## src/rtl/serial_subtractor.sv

```systemverilog
// Bit-serial unsigned subtractor: computes a - b - bin one bit per clock through a
// single full-subtractor cell, with a start/busy/done handshake and registered results.
module serial_subtractor #(
    parameter int unsigned WIDTH = 8
) (
    input  logic             clk,
    input  logic             rst,
    input  logic             start,
    input  logic [WIDTH-1:0] a,
    input  logic [WIDTH-1:0] b,
    input  logic             bin,
    output logic             busy,
    output logic             done,
    output logic [WIDTH-1:0] diff,
    output logic             borrow
);

    localparam int unsigned CW = $clog2(WIDTH + 1);

    typedef enum logic [1:0] {
        StIdle,
        StShift,
        StDone
    } state_e;

    state_e           r_state;
    state_e           w_state_next;
    logic [WIDTH-1:0] r_ra;
    logic [WIDTH-1:0] r_rb;
    logic [WIDTH-1:0] r_rd;
    logic [WIDTH-1:0] r_diff;
    logic             r_br;
    logic             r_borrow;
    logic [CW-1:0]    r_cnt;

    logic             w_d;
    logic             w_br_next;
    logic [WIDTH-1:0] w_rd_next;
    logic             w_last;
    logic             w_accept;

    // Full-subtractor cell on the current LSBs plus the registered borrow.
    always_comb begin
        w_d       = r_ra[0] ^ r_rb[0] ^ r_br;
        w_br_next = (~r_ra[0] & r_rb[0]) | (~(r_ra[0] ^ r_rb[0]) & r_br);
        w_rd_next = r_rd >> 1;
        w_rd_next[WIDTH-1] = w_d;
        w_last    = (r_cnt == CW'(WIDTH - 1));
        w_accept  = start && ((r_state == StIdle) || (r_state == StDone));
    end

    always_comb begin
        w_state_next = r_state;
        case (r_state)
            StIdle:  if (start) w_state_next = StShift;
            StShift: if (w_last) w_state_next = StDone;
            StDone:  w_state_next = start ? StShift : StIdle;
            default: w_state_next = StIdle;
        endcase
    end

    always_ff @(posedge clk or posedge rst) begin
        if (rst) begin
            r_state <= StIdle;
        end else begin
            r_state <= w_state_next;
        end
    end

    always_ff @(posedge clk or posedge rst) begin
        if (rst) begin
            r_ra     <= '0;
            r_rb     <= '0;
            r_rd     <= '0;
            r_br     <= 1'b0;
            r_cnt    <= '0;
            r_diff   <= '0;
            r_borrow <= 1'b0;
        end else if (w_accept) begin
            r_ra  <= a;
            r_rb  <= b;
            r_br  <= bin;
            r_cnt <= '0;
        end else if (r_state == StShift) begin
            r_ra  <= r_ra >> 1;
            r_rb  <= r_rb >> 1;
            r_br  <= w_br_next;
            r_rd  <= w_rd_next;
            r_cnt <= r_cnt + CW'(1);
            // Result registers update only on the final shift so they never show partials.
            if (w_last) begin
                r_diff   <= w_rd_next;
                r_borrow <= w_br_next;
            end
        end
    end

    assign busy   = (r_state == StShift);
    assign done   = (r_state == StDone);
    assign diff   = r_diff;
    assign borrow = r_borrow;

endmodule

```

## config.mk

```make
export PLATFORM = sky130hd
export DESIGN_NAME = serial_subtractor
export DESIGN_NICKNAME = d
export VERILOG_FILES = /design/src/rtl/serial_subtractor.sv
export SDC_FILE = /design/constraint.sdc
export NUM_CORES = 1
export LEC_CHECK = 0
export ABC_CLOCK_PERIOD_IN_PS = 1900
export CORE_MARGIN = 4
export CORE_UTILIZATION = 51
export DETAILED_ROUTE_END_ITERATION = 12
export PLACE_DENSITY_LB_ADDON = 0.1
export SYNTH_ARGS = -nofsm -noshare
export SYNTH_HDL_FRONTEND = slang
export SYNTH_SLANG_ARGS = --single-unit
```

## constraint.sdc

```tcl
create_clock -name clk -period 1.9 [get_ports clk]
set_input_delay 0.285 -clock clk [delete_from_list [all_inputs] [get_ports clk]]
set_output_delay 0.285 -clock clk [all_outputs]
set_load 0.02 [all_outputs]
```

* Word level (Yosys, flattened, before mapping)
Index checks and enable logic that the tools add are counted.
** Cells by class
- Add/subtract/negate cells :: 1
- Multipliers :: 0
- Div/mod/pow operators :: 0
- Magnitude comparators :: 0
- Equality and inequality tests :: 5
- Shift-type cells :: 0
- Muxes and demuxes :: 12
- Bitwise operators :: 8
- Reductions and logical operators :: 7
** Operators with widths (count)
- 2-to-1 mux 8 bit :: 4
- 2-to-1 mux 4 bit :: 2
- one-hot mux 2 bit (3 select lines) :: 1
- adder 4 x 1 -> 4 bit, second input constant :: 1
- equality test 4 x 3 -> 1 bit, second input constant :: 1
- 2-to-1 mux 2 bit :: 2
- AND reduction 2 bit :: 2
- 2-to-1 mux 1 bit :: 3
- inverter 1 bit :: 3
- AND reduction 3 bit :: 1
- AND 1 bit :: 2
- equality test 2 x 1 -> 1 bit, second input constant :: 1
- equality test 2 bit, second input constant :: 1
- logical NOT 2 bit :: 1
- != test 2 x 1 -> 1 bit, second input constant :: 1
- != test 2 bit, second input constant :: 1
- nonzero test 2 bit :: 1
- bitwise XOR 1 bit :: 2
- logical AND 1 bit :: 1
- logical OR 1 bit :: 1
- OR 1 bit :: 1
** Storage, ports and cells
- Flip-flop bits (word level) :: 40
- Latch bits :: 0
- Memory bits (writable) :: 0
- Bits in read-only memories :: 0
- Input bits :: 20
- Output and inout bits :: 11
- Word-level logic and storage cells :: 41
- Memories kept :: 0

* Logic depth before layout (Yosys ltp)
- Depth in word-level cells :: 6
- Depth in mapped cells :: 7
- Gate-level depth less buffers :: 4

* Worst setup path before layout
No wires, ideal clock.
- Path kind :: reg2reg
- From :: reg r_state[1]
- To :: reg r_diff[0] (netlist: diff[0])
- Setup time :: 0.125 ns
- Arrival time :: 1.343 ns
- Data required time :: 1.775 ns
- Path slack :: 0.432 ns
- Stages on the path, launching flop included :: 5
- Path buffers :: 1
- Period minus slack after synthesis :: 1.468 ns
- Cells stage by stage :: dfrtp_1 > nand2b_1 > buf_6 > nor3_4 > mux2_2
** Between the ends
- Word-level cells in the longest chain between the ends :: 5
- Elaborated cells on any way between the ends :: 7
- Those cells by class :: 2 x eq/ne; 1 x bitwise; 4 x reduce/logical
** Ends and longest elaborated chain
- from (decl) :: RTL line 26 : state_e r_state;
- from (signal assigned) :: RTL line 64 : r_state <= StIdle;
- from (signal assigned) :: RTL line 66 : r_state <= w_state_next;
- equality test 2 bit / logical NOT 2 bit (equally long branches) :: RTL line 49 : w_accept = start && ((r_state == StIdle) || (r_state == StDone));
- logical OR 1 bit :: RTL line 49
- logical AND 1 bit :: RTL line 49
- inverter 1 bit (no line)
- AND reduction 3 bit (no line) (*)
- to (signal assigned) :: RTL line 92 : r_diff <= w_rd_next;
- to (decl) :: RTL line 31 : logic [WIDTH-1:0] r_diff;
Every way passes the cells marked *; elsewhere a longest branch is shown, timed or not.
A chain may end at the register's enable or synchronous reset.

* Worst setup path after layout
- From :: reg r_state[0]
- To :: out busy
** Between the ends
- Word-level cells in the longest chain between the ends :: 1
** Ends and longest elaborated chain
- equality test 2 x 1 -> 1 bit :: RTL line 98 : assign busy = (r_state == StShift);
- to (decl) :: RTL line 12 : output logic busy,
No other way between the ends.

==> results.txt <==
----------------------------------------------------
[Detailed routing]
  Iter 0 DRT Violations ... a little under 100
  Total via count in the routed design ... around 1200
  Detailed Route WL ... between 3000 and 4000 um
  First-pass iteration count of the detailed router ... 4
  DRC ... 0
  Vias/cell ... around 5.2
  Final routed wire length divided by cell count ... between 10 and 15 um
  Post-DRT Antenna Nets ... 0

[Synthesis]
  Syn_area_per_cell ... about 10 sq um
  Fraction of registers with async set/reset ... 100%
  Combined area of all synthesized cells ... around 0.0016 sq mm
  Post-synth cell types ... 25
  Most used DFF post-synth ... dfrtp_1
  Synthesized Nets ... approximately 180
  Sequential share of the synthesized area ... between 50% and 60%
  Number of flip-flops and latches in the synthesized netlist ... 39
  Count of warnings emitted by yosys ... 0
  Gate count of the mapped netlist ... around 160
  EDFF count, synth ... 0

[Setup path]
  Crit end category ... output port
  Data arrival time of the critical path ... between 1000 and 1500 ps
  Critical Path Start Type ... flip-flop
  Critical path fanouts, max ... 5
  Classification of the worst setup path ... reg -> out
  Critical Path RT ... 1620 ps

[CTS]
  Count of buffers added by post-CTS timing repair for setup ... 0
  Clock-pin slew reported for the worst setup and hold paths after clock tree synthesis ... approximately 130 ps
  TritonCTS Buffers ... 5
  Latest clock arrival within the worst-skew pair ... between 300 and 400 ps
  Hold-fix buffers at CTS ... 0
  Number of H-tree levels ... 2
  Number of sinks on the clock net ... 39
  Clock buffer depth ... 2
  Resized cells post-CTS ... 1
  Library cell used as clock root buffer ... clkbuf_4
  TritonCTS clock tree ... yes

[Global routing]
  Wire length of the first global-routing pass ... between 6000 and 7000 um
  Gr usage total ... between 10% and 20%
  Largest net degree at the start of global routing ... 40
  Grt total ovfl ... 0
  Antenna violations before repair ... 0
  Vias in the first global route ... ~1300

[STA]
  Final Max Slew Viols ... 0
  RSZ-0062 raised after global routing ... false
  Tightest slew margin relative to the limit ... around two thirds
  Setup skew after layout ... roughly 18 ps
  Final setup violation count ... 0
  Tcrit/Tclk final ... 91.3%
  Worst hold slack after final layout ... around 350 ps
  Total Negative Setup Slacks ... 0 ps
  Worst Setup Slack, final ... approximately 170 ps
  Clock period minus worst slack ... 1730 ps
  Slew at the pin closest to its max-slew limit ... a little under 500 ps
  Max Fclk ... between 500 and 600 MHz
  Final hold violation count ... 0

[Power]
  Power per standard cell area ... 1590 mW/mm^2
  Leakage power ... 0.982 nW
  Maximum resistive drop on vdd ... 0.00104 V
  Overall power of the completed layout ... about 3.3 mW

[Floorplanning]
  Die Area ... about 0.0042 sq mm
  Core area ... 0.00308 sq mm
  Vertical die dimension ... ~65 um
  Die Width ... approximately 65 um
  I/O pin count ... 31
  Number of rows in the core area ... 20
  Initial Util ... 53.6%

[Run]
  Number of maximum-capacitance violations ... 0

[Finish]
  Nets ... about 220
  Final Non-Filler Cells ... 239
  Share of final-layout standard cells stronger than drive strength 1 ... around an eighth
  Synthesis-to-finish area growth ... 25.5%
  Final standard cell utilization of the core ... roughly 67%
  Filler Cells Inserted ... roughly 270
  Post-route cell area ... 0.00207 sq mm
  Diode insertion count for antenna repair ... 0

[Place]
  HPWL after detailed placement ... ~2400 um
  Placer congestion estimate ... 0.838
  Worst slack, placed ... 212 ps
  Post-detailed-placement cell area ... around 0.002 sq mm
  Number of buffer cells added on primary ports ... 30
  Number of cells after detailed placement ... between 200 and 250

[Status]
  Result of the run ... complete, no violations

[Min path]
  Worst min-delay path class ... in -> async

----------------------------------------------------
[worst max-delay path, stage by stage (launching register included)]
cell and delay, ps:
dfrtp_1 450, nand2b_1 220, inv_1 100, dlygate4sd2_1 330
[power by group]
part,internal [mW],switching [mW],total (mW)
registers,1.20,0.237,1.43
clock network,0.182,0.292,0.474
logic,0.620,0.756,1.38
total,2.00,1.28,3.28
[routing by layer]
metal | routed length, um | global-route usage [%]
met3 | 136 | 6.24
met5 | 0 | 0
met2 | 1760 | 30.5
met4 | 72 | 6.60
met1 | 1530 | 23.1
[Yosys cell counts (all sizes together), types with 2 or more instances]
cell type / instances / share of area, %
a31oi: 8 / 3.0
a221o: 2 / 1.2
buf: 4 / 1.6
nand2b: 2 / 0.76
a22oi: 5 / 2.3
dfrtp: 39 / 59
a21oi: 2 / 0.61
clkbuf: 6 / 1.4
nor2: 11 / 2.5
nor3: 2 / 1.3
nand3: 6 / 1.8
nand2: 49 / 11
mux2i: 2 / 1.2
inv: 5 / 1.1
mux2: 8 / 5.5
o21ai: 2 / 0.61
and2b: 2 / 0.91
[cell usage in the layout (no fill, tap or decap), types with 5 or more instances in the layout]
cell and n:
a22oi_1 5, a31oi_1 8, buf_4 6, clkbuf_4 5, clkdlybuf4s50_1 28, dfrtp_1 39, inv_1 5, mux2_2 8
nand2_1 49, nand3_1 6, nor2_1 11
[state kept, by name, summed over array words and instances (netlist names)]
name     count
diff         8
r_ra         8
r_rb         8
r_rd         7
r_cnt        4
r_state      2
borrow       1
r_br         1
[path summary, 6_finish.rpt]
check / cells past startpoint / startpoint / to / slack [ps]
min in group clk: 3 / b[7] / r_rb[7] / 470
max in group asynchronous: 3 / rst / r_cnt[3] / 1210
max reg2reg: 5 / r_state[1] / r_br / 340
max: 3 / r_state[0] / busy / 170
min reg2reg: 2 / r_rd[1] / r_rd[1] / 500
min: 3 / rst / r_rb[3] / 350
[kinds of logic after synthesis]
| kind of cell | count (synthesis) | share of synthesized area (%) |
|---|---|---|
| adders and majority gates | 2 | 1.97 |
| muxes | 10 | 6.68 |
| and+or+nand+nor | 74 | 19.3 |
| AOI/OAI and AO/OA | 20 | 8.27 |
| DFF | 39 | 59.2 |
| buffers and inverters | 15 | 4.10 |
| xor gates and xnor gates | 1 | 0.531 |
[final cells by class]
type                    count  area [sq um]  area share (%)
flip-flops and latches     39           976            47.2
clock buffers               6          51.3            2.48
multi-input cells         107           606            29.3
clock inverters             2          16.3           0.786
inverters                   5          18.8           0.907
repair buffers             36           347            16.7
well taps                  44          55.1            2.66
Note: power is estimated with default switching activity, not from simulation.
